**config.mk**
```make
export PLATFORM = sky130hd
export DESIGN_NAME = umem_port_arbiter
export DESIGN_NICKNAME = d
export VERILOG_FILES = /design/src/rtl/umem_port_arbiter.sv
export SDC_FILE = /design/constraint.sdc
export NUM_CORES = 1
export LEC_CHECK = 0
export ABC_AREA = 1
export CORE_UTILIZATION = 41
export CTS_CLUSTER_SIZE = 30
export DETAILED_ROUTE_END_ITERATION = 10
export PLACE_DENSITY = 0.77
export SYNTH_ARGS = -nofsm -noshare
export SYNTH_HDL_FRONTEND = slang
export SYNTH_SLANG_ARGS = --single-unit
```
**constraint.sdc**
```tcl
create_clock -name clk -period 6.2 [get_ports clk]
set_input_delay 0.93 -clock clk [delete_from_list [all_inputs] [get_ports clk]]
set_output_delay 0.93 -clock clk [all_outputs]
set_load 0.02 [all_outputs]
```
**src/rtl/umem_port_arbiter.sv**
```systemverilog
// Two-requester arbiter for the single umem port: IF reads and LS reads/writes
// are serialised into one registered req/gnt/rvalid transaction at a time.
module umem_port_arbiter #(
  parameter int unsigned ADDR_W  = 32,
  parameter int unsigned DATA_W  = 32,
  parameter int unsigned MEM_LAT = 2
) (
  input  logic              clk,
  input  logic              nreset,
  input  logic              if_req,
  input  logic [ADDR_W-1:0] if_addr,
  output logic              if_gnt,
  output logic              if_rvalid,
  output logic [DATA_W-1:0] if_rdata,
  input  logic              ls_req,
  input  logic              ls_rw,
  input  logic [ADDR_W-1:0] ls_addr,
  input  logic [DATA_W-1:0] ls_wdata,
  output logic              ls_gnt,
  output logic              ls_rvalid,
  output logic [DATA_W-1:0] ls_rdata,
  output logic              mem_en,
  output logic              mem_rw,
  output logic [ADDR_W-1:0] mem_addr,
  output logic [DATA_W-1:0] mem_wdata,
  input  logic [DATA_W-1:0] mem_rdata
);

  localparam int unsigned CNT_W = 3;

  typedef enum logic [1:0] {S_IDLE, S_ISSUE, S_WAIT, S_DONE} state_t;

  state_t            r_state, w_state_nxt;
  logic [CNT_W-1:0]  r_cnt, w_cnt_nxt;
  logic              r_last_ls, w_last_ls_nxt;
  logic              r_win_ls, w_win_ls_nxt;
  logic              w_pick_ls;

  logic              r_if_gnt, w_if_gnt_nxt;
  logic              r_ls_gnt, w_ls_gnt_nxt;
  logic              r_if_rvalid, w_if_rvalid_nxt;
  logic              r_ls_rvalid, w_ls_rvalid_nxt;
  logic [DATA_W-1:0] r_if_rdata, w_if_rdata_nxt;
  logic [DATA_W-1:0] r_ls_rdata, w_ls_rdata_nxt;
  logic              r_mem_en, w_mem_en_nxt;
  logic              r_mem_rw, w_mem_rw_nxt;
  logic [ADDR_W-1:0] r_mem_addr, w_mem_addr_nxt;
  logic [DATA_W-1:0] r_mem_wdata, w_mem_wdata_nxt;

  // Round-robin: on a conflict the side that did not win last time takes it
  assign w_pick_ls = ls_req & (~if_req | ~r_last_ls);

  always_ff @(posedge clk or posedge nreset) begin
    if (nreset) begin
      r_state     <= S_IDLE;
      r_cnt       <= '0;
      r_last_ls   <= 1'b0;
      r_win_ls    <= 1'b0;
      r_if_gnt    <= 1'b0;
      r_ls_gnt    <= 1'b0;
      r_if_rvalid <= 1'b0;
      r_ls_rvalid <= 1'b0;
      r_if_rdata  <= '0;
      r_ls_rdata  <= '0;
      r_mem_en    <= 1'b0;
      r_mem_rw    <= 1'b0;
      r_mem_addr  <= '0;
      r_mem_wdata <= '0;
    end else begin
      r_state     <= w_state_nxt;
      r_cnt       <= w_cnt_nxt;
      r_last_ls   <= w_last_ls_nxt;
      r_win_ls    <= w_win_ls_nxt;
      r_if_gnt    <= w_if_gnt_nxt;
      r_ls_gnt    <= w_ls_gnt_nxt;
      r_if_rvalid <= w_if_rvalid_nxt;
      r_ls_rvalid <= w_ls_rvalid_nxt;
      r_if_rdata  <= w_if_rdata_nxt;
      r_ls_rdata  <= w_ls_rdata_nxt;
      r_mem_en    <= w_mem_en_nxt;
      r_mem_rw    <= w_mem_rw_nxt;
      r_mem_addr  <= w_mem_addr_nxt;
      r_mem_wdata <= w_mem_wdata_nxt;
    end
  end

  // Next-state and next-output logic; memory command lives in r_mem_* from ISSUE on
  always_comb begin
    w_state_nxt     = r_state;
    w_cnt_nxt       = r_cnt;
    w_last_ls_nxt   = r_last_ls;
    w_win_ls_nxt    = r_win_ls;
    w_if_gnt_nxt    = 1'b0;
    w_ls_gnt_nxt    = 1'b0;
    w_if_rvalid_nxt = 1'b0;
    w_ls_rvalid_nxt = 1'b0;
    w_mem_en_nxt    = 1'b0;
    w_if_rdata_nxt  = r_if_rdata;
    w_ls_rdata_nxt  = r_ls_rdata;
    w_mem_rw_nxt    = r_mem_rw;
    w_mem_addr_nxt  = r_mem_addr;
    w_mem_wdata_nxt = r_mem_wdata;
    case (r_state)
      S_IDLE: begin
        if (if_req || ls_req) begin
          w_win_ls_nxt    = w_pick_ls;
          w_last_ls_nxt   = w_pick_ls;
          w_if_gnt_nxt    = ~w_pick_ls;
          w_ls_gnt_nxt    = w_pick_ls;
          w_mem_en_nxt    = 1'b1;
          w_mem_rw_nxt    = w_pick_ls & ls_rw;
          w_mem_addr_nxt  = w_pick_ls ? ls_addr : if_addr;
          w_mem_wdata_nxt = (w_pick_ls && ls_rw) ? ls_wdata : '0;
          w_state_nxt     = S_ISSUE;
        end
      end
      S_ISSUE: begin
        if (r_mem_rw) begin
          // Write committed this cycle; completion carries zero data
          w_if_rvalid_nxt = ~r_win_ls;
          w_ls_rvalid_nxt = r_win_ls;
          if (r_win_ls) w_ls_rdata_nxt = '0;
          else          w_if_rdata_nxt = '0;
          w_state_nxt     = S_DONE;
        end else begin
          w_cnt_nxt   = CNT_W'(MEM_LAT);
          w_state_nxt = S_WAIT;
        end
      end
      S_WAIT: begin
        w_cnt_nxt = r_cnt - CNT_W'(1);
        if (r_cnt == CNT_W'(1)) begin
          w_if_rvalid_nxt = ~r_win_ls;
          w_ls_rvalid_nxt = r_win_ls;
          if (r_win_ls) w_ls_rdata_nxt = mem_rdata;
          else          w_if_rdata_nxt = mem_rdata;
          w_state_nxt     = S_DONE;
        end
      end
      S_DONE:  w_state_nxt = S_IDLE;
      default: w_state_nxt = S_IDLE;
    endcase
  end

  assign if_gnt    = r_if_gnt;
  assign ls_gnt    = r_ls_gnt;
  assign if_rvalid = r_if_rvalid;
  assign ls_rvalid = r_ls_rvalid;
  assign if_rdata  = r_if_rdata;
  assign ls_rdata  = r_ls_rdata;
  assign mem_en    = r_mem_en;
  assign mem_rw    = r_mem_rw;
  assign mem_addr  = r_mem_addr;
  assign mem_wdata = r_mem_wdata;

endmodule

```
* Word level (Yosys, flattened, before mapping)
Index checks and enable logic that the tools add are counted.
** Word-level totals
- Bits in writable memories :: 0
- Logic and storage cells :: 71
- Latch bits :: 0
- Memory bits (read-only) :: 0
- Output and inout port bits :: 134
- Input bits :: 133
- Flip-flop bits (word level) :: 140
- Memories :: 0
** Operators by class
- Reduce and logical (&&, ||, !) cells :: 9
- Divide/modulo/power cells :: 0
- Multipliers :: 0
- $lt $le $gt $ge :: 0
- Muxes and demuxes :: 30
- Eq/ne operators :: 12
- Add/subtract/negate cells :: 1
- Shift operators :: 0
- Bitwise logic cells :: 6
** Operators with widths (count)
- two-way mux 32 bit :: 10
- case mux 32 bit (2 select lines) :: 2
- inequality test 2 bit, second input constant :: 8
- two-way mux 1 bit :: 11
- AND reduction 5 bit :: 2
- case mux 2 bit (4 select lines) :: 1
- case mux 3 bit (2 select lines) :: 1
- AND reduction 2 bit :: 3
- equality test 2 bit, second input constant :: 2
- two-way mux 2 bit :: 2
- case mux 1 bit (2 select lines) :: 2
- equality test 3 x 1 -> 1 bit, second input constant :: 1
- two-way mux 3 bit :: 1
- NOT 1 bit :: 3
- subtractor 3 x 1 -> 3 bit, second input constant :: 1
- AND 1 bit :: 2
- equality test 2 x 1 -> 1 bit, second input constant :: 1
- zero test 2 bit :: 1
- nonzero test 2 bit :: 1
- logical AND 1 bit :: 1
- logical OR 1 bit :: 1
- bitwise OR 1 bit :: 1

* Depth between registers and ports, before layout
- Word-level depth :: 6
- Mapped depth :: 9
- Depth with buffers taken out :: 8

* Worst setup path before layout
OpenSTA, ideal clock, no wires.
- Path type :: input to register
- Start point :: input if_req
- End point :: register r_mem_addr[10], in the netlist mem_addr[10]
- Library setup time :: 0.065 ns
- Stages :: 5
- Data required time :: 6.135 ns
- Buffers on the path :: 2
- Setup slack :: 4.542 ns
- Arrival :: 1.593 ns
- Path through :: o21ai_4 buf_4 buf_2 nand2_1 nand2_1
** Between the ends
- Word-level cells in the longest chain between the ends :: 4
- Elaborated cells on any way between the ends :: 6
- Classes of those cells :: mux (1); bitwise (3); reduce/logical (2)
** Ends and longest elaborated chain
- start, declared :: line 10 : input logic if_req,
- NOT 1 bit :: line 51 : assign w_pick_ls = ls_req & (~if_req | ~r_last_ls);
- bitwise OR 1 bit :: line 51
- AND 1 bit :: line 51
- two-way mux 32 bit :: line 112 : w_mem_addr_nxt = w_pick_ls ? ls_addr : if_addr;
- end signal, assigned :: line 82 : r_mem_addr <= w_mem_addr_nxt;
- end, declared :: line 47 : logic [ADDR_W-1:0] r_mem_addr, w_mem_addr_nxt;
Parallel ways exist; a longest one is shown, timed or not.
A chain may end at the register's enable or synchronous reset.

* Final worst setup path
- Start point :: input if_req
- End point :: register r_mem_wdata[3], in the netlist mem_wdata[3]
** Between the ends
- Word-level cells in the longest chain between the ends :: 5
- Elaborated cells on any way between the ends :: 7
- Classes of those cells :: mux (1); bitwise (3); reduce/logical (3)
** Ends and longest elaborated chain
- NOT 1 bit :: line 51
- bitwise OR 1 bit :: line 51
- AND 1 bit :: line 51
- logical AND 1 bit :: line 113 : w_mem_wdata_nxt = (w_pick_ls && ls_rw) ? ls_wdata : '0;
- two-way mux 32 bit :: line 113
- end signal, assigned :: line 83 : r_mem_wdata <= w_mem_wdata_nxt;
- end, declared :: line 48 : logic [DATA_W-1:0] r_mem_wdata, w_mem_wdata_nxt;
Parallel ways exist; a longest one is shown, timed or not.

==> flow_metrics.py <==
metrics = {
    "synthesis": {
        "ys_ff_latch": 140,
        "synth-seq-area-share_pct": 52.68,
        "syn_nets": 946,
        "synthArstFlopShare_pct": 100.0,
        "synth.distinct_cells": 23,
        "syn-cell-area_sq_um": 6650,
        "synth_cells": 808,
        "synthDominantCellAreaShare_pct": 52.68,
        "synth_largest_area_cell": "dfrtp_1",
        "ys_dominant_reg_cell": "dfrtp_1",
        "ys_warn_count": 0,
        "synth_edf_count": 0,
        "synth_area_leaders": "dfrtp_1 (53%), nand2_1 (17%), nand4_1 (9.0%), inv_1 (4.2%), nand3b_1 (3.6%)",
        "syn_avg_cell_area_sq_um": 8.230,
    },
    "floorplanning": {
        "num_rows": 46,
        "dieHeight_microns": 129.4,
        "die_w_microns": 129.4,
        "core-area_sq_um": 15890,
        "initial_core_util_pct": 41.86,
        "ios": 267,
        "die_area_sq_um": 16730,
    },
    "global_route": {
        "grt_util_all_layers_pct": 23.82,
        "grt_util_met3_pct": 7.845,
        "grt_pass1_vias": 6019,
        "grt.overflow.total": 0,
        "grt_util_met2_pct": 38.80,
        "grt_pass1_wl_mm": 30.50,
        "antenna_found_initial": 0,
        "grt_util_met1_pct": 29.41,
        "grt_busiest_layer": "met2",
        "grt_max_degree": 92,
    },
    "detailed_routing": {
        "drc_errors": 0,
        "viasPerCell": 4.998,
        "first_pass_iters": 4,
        "ant_nets": 0,
        "vias": 6332,
        "wl_mm": 19.48,
        "drt_iter0_markers": 377,
        "wl_per_cell_microns": 15.37,
    },
    "sta": {
        "hold_slack_ps": 468.5,
        "fmax_mhz": 367.0,
        "setup_violations": 0,
        "max_slew_margin_pct": 19.39,
        "finClkSkew_ps": 7.498,
        "setup_tns_ps": 0,
        "finalMaxSlewViolations": 0,
        "max_slew.worst_pin.slew_ps": 1205,
        "rsz0062_at_grt": "false",
        "period_minus_slack_ps": 2725,
        "fin_crit_sh_pct": 43.95,
        "hold_viol": 0,
    },
    "worst_setup_path": {
        "crit_type": "in -> reg",
        "endpoint_kind": "flip-flop",
        "path_max_fanout": 65,
        "crit_chain": "clkdlybuf4s50_1 -> o21ai_4 -> buf_4 -> o21ai_0",
        "critPathLaunchType": "input port",
        "critPathRequiredTime_ps": 6480,
        "cp_slowest_cell": "o21ai_4",
        "crit_family": "buffers and inverters",
        "cpPeakStageDelay_ps": 760,
        "path_buf_inv": 2,
        "arrival_ps": 3010,
    },
    "placed_design": {
        "gp_congestion": 0.8125,
        "hpwlAfterDp_mm": 12.65,
        "placed_cells": 1235,
        "port_buffers": 266,
    },
    "power_and_ir_drop": {
        "ir_drop_mv": 0.3793,
        "p_per_area_nw_per_um2": 505.6,
        "leakagePower_uw": 0.004918,
    },
    "cells_and_area": {
        "multiInputGateArea_sq_um": 2506,
        "n_antenna_cell": 0,
        "final_common_cell": "nand2_1",
        "fillers": 1384,
        "drive_above_1_share_pct": 4.853,
        "mostFrequentLayoutCells": "nand2_1 (307), clkdlybuf4s50_1 (265), dfrtp_1 (140)",
        "seqCellArea_sq_um": 3503,
        "final_cells": 1267,
        "final_util_pct": 62.56,
        "nets": 1176,
        "area_delta_synth_final_pct": 49.44,
    },
    "clock_tree": {
        "post_cts_resized": 0,
        "h-tree-depth": 4,
        "cts_tree": "done",
        "path_clk_slew_ps": 60,
        "holdBufCountCts": 0,
        "cts-root-buf": "clkbuf_16",
        "clk_latency_ps": 420,
        "numCtsBuffers": 17,
        "clock-sinks": 140,
        "postCtsSetupBuffers": 0,
        "clockBufferDepth": 2,
    },
    "min_path": {
        "worstHoldPathType": "reg -> reg",
    },
    "flow_run": {
        "drv_cap": 0,
    },
    "run_status": {
        "status": "completed",
    },
}
[worst paths after layout]
check	endpoint	from	cells past startpoint	slack [ps]
setup / recovery	mem_wdata[3]$_DFFE_PP0P_	if_req	4	3470
hold / removal	ls_rdata[1]$_DFFE_PP0P_	ls_rdata[1]$_DFFE_PP0P_	2	470
setup reg to reg	ls_rdata[7]$_DFFE_PP0P_	r_state[0]$_DFFE_PP0P_	10	3730
hold reg to reg	ls_rdata[1]$_DFFE_PP0P_	ls_rdata[1]$_DFFE_PP0P_	2	470
max in group asynchronous	mem_rw$_DFFE_PP0P_	nreset	3	3950
min in group asynchronous	mem_addr[23]$_DFFE_PP0P_	nreset	2	1030
[report_power, final]
part / internal [uW] / leakage (uW) / switching [uW] / total [uW]
sequential: 1290 / 0.00184 / 223 / 1510
combinational: 959 / 0.00278 / 1460 / 2420
clock: 684 / 0.000302 / 403 / 1090
[per-layer routing]
| metal | vias up | share of wire [%] |
|---|---|---|
| li1 | 3072 | - |
| met3 | 25 | 9.1 |
| met2 | 247 | 47 |
| met5 | - | 0 |
| met4 | 0 | 1.7 |
| met1 | 2988 | 42 |
[tightest hold or removal path: stages (launching register included)]
cell and delay (ps):
dfrtp_1 340, nand2_1 50, nand2_1 50
[per-stage QoR]
step	power, uW	worst slack, ps	instance area (sq um)
4_1_cts	5059	3471	9938
5_1_grt	5329	3264	9938
3_3_place_gp	3913	3051	9306
2_1_floorplan	2907	1517	6650
3_5_place_dp	3951	3010	9306
6_report	5025	3475	9938
[synth_stat cells (8+ instances only)]
cell      number
nand2_1      308
dfrtp_1      140
nand4_1       96
inv_1         75
nand3_1       36
nand3b_1      32
buf_2         28
buf_4         18
o21ai_0       17
o21ai_1       16
clkbuf_1      10
buf_1          8
[cell families after synthesis]
| logic type | Yosys count | synth area share (%) |
|---|---|---|
| and+or+nand+nor | 481 | 33.36 |
| buffers and inverters | 142 | 9.671 |
| AOI/OAI and AO/OA | 39 | 3.218 |
| xor gates and xnor gates | 1 | 0.1317 |
| adders and majority gates | 5 | 0.9407 |
| DFF | 140 | 52.68 |
[cell type report]
cell class                      instances  area share, %
Multi-Input combinational cell        526          25.22
Clock inverter                         14          1.939
Tap cell                              216          2.719
Inverter                               77          2.959
Timing Repair Buffer                  276          27.50
Sequential cell                       140          35.25
Clock buffer                           18          4.419
[sequential cells by signal, summed over array words and instances, names as in the netlist, 2 cells and up]
register and cells:
mem_addr 32, r_cnt 3, ls_rdata 32, r_state 2, if_rdata 32, mem_wdata 32
Power figures use the tool's default switching activity.
